## src/rtl/mini_subsystem_pkg.sv

```systemverilog
// Shared types and the accumulator ALU function for mini_subsystem_v2.
// The ALU is evaluated on a fixed wide datapath and trimmed to the caller's width.
package mini_subsystem_pkg;

    typedef enum logic [2:0] {
        ALU_ADD  = 3'b000,
        ALU_SUB  = 3'b001,
        ALU_AND  = 3'b010,
        ALU_OR   = 3'b011,
        ALU_XOR  = 3'b100,
        ALU_PASS = 3'b101,
        ALU_SHL  = 3'b110,
        ALU_SHR  = 3'b111
    } alu_op_e;

    localparam int ALU_MAX_W = 64;

    // Returns {carry, result} with the carry placed at bit n; bits above n are zero.
    function automatic logic [ALU_MAX_W:0] alu_compute(
        input logic [ALU_MAX_W-1:0] a,
        input logic [ALU_MAX_W-1:0] b,
        input alu_op_e              op,
        input int unsigned          n
    );
        logic [ALU_MAX_W:0]   wide;
        logic [ALU_MAX_W-1:0] mask;
        logic [ALU_MAX_W:0]   ret;
        logic                 carry;
        logic [6:0]           n_bit;
        logic [5:0]           msb_bit;

        n_bit   = 7'(n);
        msb_bit = 6'(n - 1);
        mask    = {ALU_MAX_W{1'b1}} >> (7'(ALU_MAX_W) - n_bit);
        wide    = '0;
        carry   = 1'b0;
        case (op)
            ALU_ADD: begin
                wide  = {1'b0, a} + {1'b0, b};
                carry = wide[n_bit];
            end
            ALU_SUB: begin
                wide  = {1'b0, b} - {1'b0, a};
                carry = (a > b);
            end
            ALU_AND:  wide = {1'b0, a & b};
            ALU_OR:   wide = {1'b0, a | b};
            ALU_XOR:  wide = {1'b0, a ^ b};
            ALU_PASS: wide = {1'b0, a};
            ALU_SHL: begin
                wide  = {1'b0, a << 1};
                carry = a[msb_bit];
            end
            ALU_SHR: begin
                wide  = {1'b0, a >> 1};
                carry = a[0];
            end
            default: wide = '0;
        endcase
        ret        = {1'b0, wide[ALU_MAX_W-1:0] & mask};
        ret[n_bit] = carry;
        return ret;
    endfunction

endpackage

```

## src/rtl/ss_fifo.sv

```systemverilog
// Circular buffer with registered read port, occupancy count and sticky underflow flag.
// Overflow is prevented upstream, so a write is always assumed to have a free slot.
module ss_fifo #(
    parameter int DEPTH  = 8,
    parameter int W      = 9,
    parameter int ADDR_W = $clog2(DEPTH)
) (
    input  logic              clk,
    input  logic              rst,
    input  logic              wr_en,
    input  logic [W-1:0]      wr_data,
    input  logic              rd_req,
    input  logic              clr_err,
    output logic [W-1:0]      rd_data,
    output logic              rd_valid,
    output logic              empty,
    output logic              full,
    output logic [ADDR_W:0]   count,
    output logic              err_underflow
);
    import mini_subsystem_pkg::*;

    localparam int CNT_W = ADDR_W + 1;

    logic [W-1:0]      mem_q [DEPTH];
    logic [ADDR_W-1:0] wr_ptr_q, wr_ptr_d;
    logic [ADDR_W-1:0] rd_ptr_q, rd_ptr_d;
    logic [CNT_W-1:0]  count_q, count_d;
    logic [W-1:0]      rd_data_q, rd_data_d;
    logic              rd_valid_q, rd_valid_d;
    logic              err_q, err_d;
    logic              rd_fire;
    logic              underflow;

    assign empty     = (count_q == '0);
    assign full      = (count_q == CNT_W'(DEPTH));
    assign rd_fire   = rd_req && !empty;
    assign underflow = rd_req && empty;

    // NOTE: every variable gets a default before any branch, so no path leaves
    // a combinational output unassigned and no latch is inferred.
    always_comb begin
        wr_ptr_d   = wr_ptr_q;
        rd_ptr_d   = rd_ptr_q;
        count_d    = count_q;
        rd_data_d  = rd_data_q;
        rd_valid_d = 1'b0;
        err_d      = err_q;

        if (wr_en) begin
            wr_ptr_d = wr_ptr_q + ADDR_W'(1);
        end
        if (rd_fire) begin
            rd_ptr_d   = rd_ptr_q + ADDR_W'(1);
            rd_data_d  = mem_q[rd_ptr_q];
            rd_valid_d = 1'b1;
        end

        case ({wr_en, rd_fire})
            2'b10:   count_d = count_q + CNT_W'(1);
            2'b01:   count_d = count_q - CNT_W'(1);
            default: count_d = count_q;
        endcase

        // A fresh underflow outranks a clear arriving on the same edge.
        if (underflow) begin
            err_d = 1'b1;
        end else if (clr_err) begin
            err_d = 1'b0;
        end
    end

    // NOTE: state registers use non-blocking assignments so every flop samples
    // the pre-edge values of the others regardless of evaluation order.
    always_ff @(posedge clk or negedge rst) begin
        if (!rst) begin
            wr_ptr_q   <= '0;
            rd_ptr_q   <= '0;
            count_q    <= '0;
            rd_data_q  <= '0;
            rd_valid_q <= 1'b0;
            err_q      <= 1'b0;
        end else begin
            wr_ptr_q   <= wr_ptr_d;
            rd_ptr_q   <= rd_ptr_d;
            count_q    <= count_d;
            rd_data_q  <= rd_data_d;
            rd_valid_q <= rd_valid_d;
            err_q      <= err_d;
        end
    end

    // NOTE: the storage array has no reset; clearing the pointers and count is
    // enough to discard its contents, and it keeps the array mappable to RAM.
    always_ff @(posedge clk) begin
        if (wr_en) begin
            mem_q[wr_ptr_q] <= wr_data;
        end
    end

    assign rd_data       = rd_data_q;
    assign rd_valid      = rd_valid_q;
    assign count         = count_q;
    assign err_underflow = err_q;

endmodule

```

## src/rtl/mini_subsystem_v2.sv

```systemverilog
// Accumulator ALU with valid/ready intake and one pipeline stage, feeding ss_fifo.
// in_ready counts the in-flight stage entry so an accepted beat always has a slot.
module mini_subsystem_v2 #(
    parameter int N      = 8,
    parameter int DEPTH  = 8,
    parameter int ADDR_W = $clog2(DEPTH)
) (
    input  logic              clk,
    input  logic              rst,
    input  logic [N-1:0]      ext_data,
    input  logic [2:0]        alu_sel,
    input  logic              in_valid,
    output logic              in_ready,
    input  logic              fifo_rd,
    output logic [N-1:0]      fifo_out,
    output logic              fifo_carry,
    output logic              out_valid,
    output logic              fifo_empty,
    output logic              fifo_full,
    output logic [ADDR_W:0]   fifo_count,
    input  logic              clr_err,
    output logic              err_underflow
);
    import mini_subsystem_pkg::*;

    localparam int CNT_W = ADDR_W + 1;

    logic [N-1:0]     acc_q, acc_d;
    logic             stage_valid_q, stage_valid_d;
    logic [N:0]       stage_data_q, stage_data_d;
    logic [N:0]       alu_res;
    logic [CNT_W-1:0] occupancy;
    logic             accept;
    logic [N:0]       rd_word;

    // Occupancy never exceeds DEPTH+1, which still fits in CNT_W bits for DEPTH>=2.
    assign occupancy = fifo_count + CNT_W'(stage_valid_q);
    assign in_ready  = (occupancy < CNT_W'(DEPTH));
    assign accept    = in_valid && in_ready;

    assign alu_res = (N+1)'(alu_compute(ALU_MAX_W'(ext_data), ALU_MAX_W'(acc_q),
                                        alu_op_e'(alu_sel), N));

    always_comb begin
        acc_d         = acc_q;
        stage_data_d  = stage_data_q;
        stage_valid_d = accept;
        if (accept) begin
            acc_d        = alu_res[N-1:0];
            stage_data_d = alu_res;
        end
    end

    always_ff @(posedge clk or negedge rst) begin
        if (!rst) begin
            acc_q         <= '0;
            stage_valid_q <= 1'b0;
            stage_data_q  <= '0;
        end else begin
            acc_q         <= acc_d;
            stage_valid_q <= stage_valid_d;
            stage_data_q  <= stage_data_d;
        end
    end

    ss_fifo #(
        .DEPTH  (DEPTH),
        .W      (N + 1),
        .ADDR_W (ADDR_W)
    ) u_fifo (
        .clk           (clk),
        .rst           (rst),
        .wr_en         (stage_valid_q),
        .wr_data       (stage_data_q),
        .rd_req        (fifo_rd),
        .clr_err       (clr_err),
        .rd_data       (rd_word),
        .rd_valid      (out_valid),
        .empty         (fifo_empty),
        .full          (fifo_full),
        .count         (fifo_count),
        .err_underflow (err_underflow)
    );

    assign fifo_out   = rd_word[N-1:0];
    assign fifo_carry = rd_word[N];

endmodule

```

## config.mk

```make
export PLATFORM = sky130hd
export DESIGN_NAME = mini_subsystem_v2
export DESIGN_NICKNAME = d
export VERILOG_FILES = /design/src/rtl/mini_subsystem_pkg.sv /design/src/rtl/ss_fifo.sv /design/src/rtl/mini_subsystem_v2.sv
export SDC_FILE = /design/constraint.sdc
export NUM_CORES = 1
export LEC_CHECK = 0
export ABC_AREA = 1
export BUFFER_PORTS_ARGS = -buffer_cell sky130_fd_sc_hd__buf_2
export CAP_MARGIN = 0
export CORE_MARGIN = 5
export CORE_UTILIZATION = 40
export CTS_CLUSTER_DIAMETER = 30
export DETAILED_ROUTE_END_ITERATION = 7
export PLACE_DENSITY = 0.56
export SLEW_MARGIN = 20
export SYNTH_ARGS = -nofsm -noshare
export SYNTH_HDL_FRONTEND = slang
export SYNTH_HIERARCHICAL = 1
export SYNTH_SLANG_ARGS = --single-unit
```

## constraint.sdc

```tcl
create_clock -name clk -period 2.2 [get_ports clk]
set_input_delay 0.33 -clock clk [delete_from_list [all_inputs] [get_ports clk]]
set_output_delay 0.33 -clock clk [all_outputs]
set_load 0.1 [all_outputs]
```

* Yosys cells after proc, flatten, opt, wreduce, memory -nomap -nowiden
Memories as Yosys holds them, arrays and structs flattened. A register that Yosys moved wholly into a read port is not among the register bits. Index checks and enable logic that the tools add are counted.
Operators by class: muxes and demuxes 8, reduce and logical (&&, ||, !) cells 9, bitwise logic cells 3, equality and inequality tests 10, order comparisons 2, add/sub/neg operators 7
Operator list (count):
- $pmux W8 S8 | 1
- $eq A3 B3 Y1 const B | 4
- $add A8 B8 Y9 | 1
- $and A8 B8 Y8 | 1
- $gt A8 B8 Y1 | 1
- $or A8 B8 Y8 | 1
- $pmux W4 S2 | 1
- $sub A8 B8 Y8 | 1
- $xor A8 B8 Y8 | 1
- $add A3 B1 Y3 const B | 2
- $eq A3 B2 Y1 const B | 2
- $mux W1 | 5
- $add A4 B1 Y4 | 1
- $add A4 B1 Y4 const B | 1
- $eq A4 B4 Y1 const B | 1
- $logic_not A4 Y1 | 1
- $lt A4 B4 Y1 const B | 1
- $pmux W1 S4 | 1
- $reduce_bool A2 Y1 | 2
- $sub A4 B1 Y4 const B | 1
- $eq A3 B1 Y1 const B | 1
- $logic_and A1 B1 Y1 | 3
- $logic_not A3 Y1 | 1
- $eq A2 B1 Y1 const B | 1
- 2 further kinds | 3
Storage, ports and cells: memory bits (writable) 72, memories kept 1, word-level logic and storage cells 48, register bits after elaboration 30, input bits 16, output and inout bits 18
Memories:
- u_fifo.mem_q | words 8, width 9, read ports 1, clocked after memory_dff 1, write ports 1, line ss_fifo.sv:25 | logic [W-1:0] mem_q [DEPTH];

* Depth between registers and ports, before layout
word-level depth 5, gate-level depth with buffers 14, mapped depth without buffers 13

* Modules after synthesis
The synthesis kept the hierarchy.
Modules (own cells, without submodules):
- ss_fifo | times used 1, cells each 334, sequential area each 2687.6 um^2, area each 3848.7 um^2
- mini_subsystem_v2 | times used 1, cells each 283, sequential area each 250.2 um^2, area each 1734.2 um^2

* Worst setup path after synthesis
Ideal clock, no wire load.
path type flip-flop to output port, from register u_fifo.count_q[3] (netlist: u_fifo/count[3]), to output port fifo_full, data required time 1.870 ns, stages on the path, launching flop included 3, slack -2.123 ns, buffers on the path 0, arrival 3.993 ns, cells stage by stage dfrtp_1 > inv_1 > nor4_1
Between the ends: longest elaborated chain between the ends 1
Ends and longest elaborated chain:
- start, declared | line ss_fifo.sv:28 | logic [CNT_W-1:0] count_q, count_d;
- start signal, assigned | line ss_fifo.sv:86 | count_q <= count_d;
- $eq A4 B4 Y1 | line ss_fifo.sv:36 | assign full = (count_q == CNT_W'(DEPTH));
- end, declared | line mini_subsystem_v2.sv:19 | output logic fifo_full,
Every way passes these cells.

* Final worst setup path
from register u_fifo.count_q[1] (netlist: u_fifo/count[1]), to output port in_ready
Between the ends: longest elaborated chain between the ends 2
Ends and longest elaborated chain:
- $add A4 B1 Y4 | line mini_subsystem_v2.sv:37 | assign occupancy = fifo_count + CNT_W'(stage_valid_q);
- $lt A4 B4 Y1 | line mini_subsystem_v2.sv:38 | assign in_ready = (occupancy < CNT_W'(DEPTH));
- end, declared | line mini_subsystem_v2.sv:13 | output logic in_ready,
Every way passes these cells.

==> impl_metrics.json <==
{
  "syn_avg_cell_area_um2": 9.05,
  "setup_viol": 0,
  "cts_buffers": 9,
  "ys_warn_count": 6,
  "hold_viol": 0,
  "start_kind": "flip-flop",
  "worst_setup_path_end_kind": "primary output",
  "postRouteAntennaNets": 0,
  "power_frac_comb_pct": 49.9,
  "synth_top_family_by_area": "simple AND/OR/NAND/NOR gates",
  "tightest_slew_ns": 1.01,
  "syn_to_final_growth_pct": 14.3,
  "synth-edff-count": 72,
  "drtIter0Drc": 260,
  "drt-total-wl_um": 13600,
  "diodes": 0,
  "fin_nets": 711,
  "syn_area_mm2": 0.00558,
  "ir_drop_v": 0.000873,
  "synthArstFlopShare_pct": 30.1,
  "cp.required_ns": 1.87,
  "rsz0062_at_grt": "no",
  "synth.distinct_cells": 35,
  "pin_count": 34,
  "grt_pass1_vias": 4293,
  "power_frac_clock_pct": 17.9,
  "path_clk_slew_ns": 0.07,
  "maxSlewHeadroom_pct": 32.5,
  "clock_latency_ns": 0.35,
  "hp-class": "in2async",
  "vias": 4351,
  "syn_nets": 665,
  "core_area_mm2": 0.0138,
  "fin_skew_ns": 0.0118,
  "cts_tree": "done",
  "cts_hold_buf": 0,
  "htree_levels": 3,
  "synthAdderAreaFrac_pct": 7.44,
  "synth_compound_area_share_pct": 8.09,
  "layout-drive-gt1-share_pct": 14.4,
  "syn_inst": 617,
  "setup_tns_ns": 0,
  "p_per_area_mw_per_mm2": 1500,
  "total_power_uw": 9560,
  "p_int_uw": 5050,
  "critPathKind": "reg2out",
  "antenna_found_initial": 0,
  "cts_setup_buffers": 0,
  "post_cts_resized": 0,
  "wl_per_cell_um": 16.0,
  "die_h_um": 128,
  "period_share_pct": 93.1,
  "grt_overflow": 0,
  "die_w_um": 128,
  "drc": 0,
  "max_freq_mhz": 488,
  "maxCapViolCount": 0,
  "synth_xor_area_share_pct": 1.57,
  "drt_first_pass_iters": 5,
  "dieArea_mm2": 0.0164,
  "p_seq_share_pct": 32.2,
  "min_period_ns": 2.05,
  "synth_mux_area_share_pct": 0,
  "cts-root-buf": "clkbuf_16",
  "grt_usage_pct": 17.3,
  "seq_area_frac_synth_pct": 52.6,
  "yosys.area_share.simple_pct": 23.1,
  "swShare_pct": 47.2,
  "hpwlAfterDp_um": 9380,
  "slew_violations": 0,
  "io_buffers": 33,
  "initial_core_util_pct": 40.5,
  "crit_arrival_ns": 1.72,
  "crit_path_max_fanout": 8,
  "globalplace.congestion": 0.985,
  "rows": 43,
  "leakage_uw": 0.00282,
  "switching_power_uw": 4510,
  "synth-main-ff-cell": "edfxtp_1",
  "status": "completed",
  "cts_buffer_depth": 2,
  "vias_per_cell": 5.13,
  "grt_pass1_wl_um": 22000,
  "grt_max_degree": 39,
  "cts.sinks": 103,
  "ys_seq_elements": 103
}
cell families after synthesis:
kind of cell    after synthesis
fa+ha+maj                    32
compound gates               85
xor+xnor                     10
simple gates                303
flops                       103
buf+inv                      84
Yosys cell counts, types with 7 or more instances:
library cell | count | area, µm²
a21oi_1 | 19 | 95.1
buf_2 | 7 | 35.0
buf_6 | 8 | 90.1
dfrtp_1 | 31 | 776
edfxtp_1 | 72 | 2160
ha_1 | 30 | 375
inv_1 | 59 | 221
nand2_1 | 110 | 413
nand3_1 | 61 | 305
nor2_1 | 113 | 424
o21ai_0 | 33 | 165
o21ai_1 | 17 | 85.1
o22ai_1 | 13 | 81.3
xor2_1 | 7 | 61.3
per-stage QoR:
| step | worst slack [ns] | hold WS, ns | std cells | util, % | cell area, µm² |
|---|---|---|---|---|---|
| finish | 0.151 | 0.0711 | 848 | 46.3 | 6380 |
| global route | 0.0194 | 0.126 | 848 | 46.3 | 6380 |
| CTS | 0.0229 | 0.0862 | 848 | 46.3 | 6380 |
| detailed placement | 0.206 | 0.464 | 832 | 44.0 | 6060 |
| global placement | 0.215 | 0.452 | 832 | 44.0 | 6060 |
| floorplan | -0.0264 | 0.0344 | 617 | - | 5670 |
final timing paths:
path	start	end	slack [ns]	depth (start not counted)
setup / recovery	u_fifo/count[1]$_DFFE_PN0P_	in_ready	0.15	3
min in group clk	clr_err	u_fifo/err_underflow$_DFFE_PN0P_	0.17	2
setup reg to reg	acc_q[0]$_DFFE_PN0P_	acc_q[6]$_DFFE_PN0P_	0.21	11
max in group asynchronous	rst	u_fifo/count[2]$_DFFE_PN0P_	1.53	1
hold / removal	rst	u_fifo/rd_valid$_DFF_PN0_	0.07	1
hold reg to reg	u_fifo/rd_data[1]$_DFFE_PN0N_	u_fifo/rd_data[1]$_DFFE_PN0N_	0.48	2
per-layer routing:
| metal | vias up | track usage [%] | routed length (µm) |
|---|---|---|---|
| met5 | - | 0 | 0 |
| met1 | 2071 | 22.3 | 6090 |
| li1 | 2143 | - | - |
| met2 | 114 | 28.6 | 6560 |
| met3 | 23 | 3.88 | 660 |
| met4 | 0 | 6.30 | 292 |
layout by cell type (no fill, tap or decap), types with 18 or more instances in the layout:
cell,n
nor2_1,112
nand2_1,110
edfxtp_1,72
nand3_1,61
inv_1,58
o21ai_0,33
buf_2,32
ha_1,28
dfrtp_1,27
buf_4,20
a21oi_1,18
final cells by class:
cell class / instances / area (µm²)
fill: 1380 / 7390
sequential: 103 / 2950
multi-input combinational: 430 / 2300
timing repair buffer: 53 / 318
inverter: 66 / 260
clock buffer: 9 / 225
tap: 180 / 225
clock inverter: 7 / 92.6
power groups by stage:
| stage | Combinational [µW] | Clock, µW | Sequential, µW |
|---|---|---|---|
| detailed placement | 4780 | 0 | 3120 |
| global route | 5280 | 1850 | 3140 |
| floorplan | 2740 | 0 | 4090 |
| finish | 4770 | 1710 | 3080 |
| CTS | 4800 | 1770 | 3080 |
| global placement | 4740 | 0 | 3110 |
flip-flops by register name (all words and copies together) (netlist names):
name	count
u_fifo/rd_ptr_q	3
u_fifo/count	4
u_fifo/rd_data	9
stage_data_q	2
u_fifo/err_underflow	1
u_fifo/wr_ptr_q	3
acc_q	7
stage_valid_q	1
u_fifo/mem_q	72
u_fifo/rd_valid	1
critical path, cell delays in order (launching register included):
cell and delay [ns]:
dfrtp_4 0.49, nand4_1 0.26, xor2_4 0.27, clkbuf_4 0.36
(Power assumes the default switching activity.)
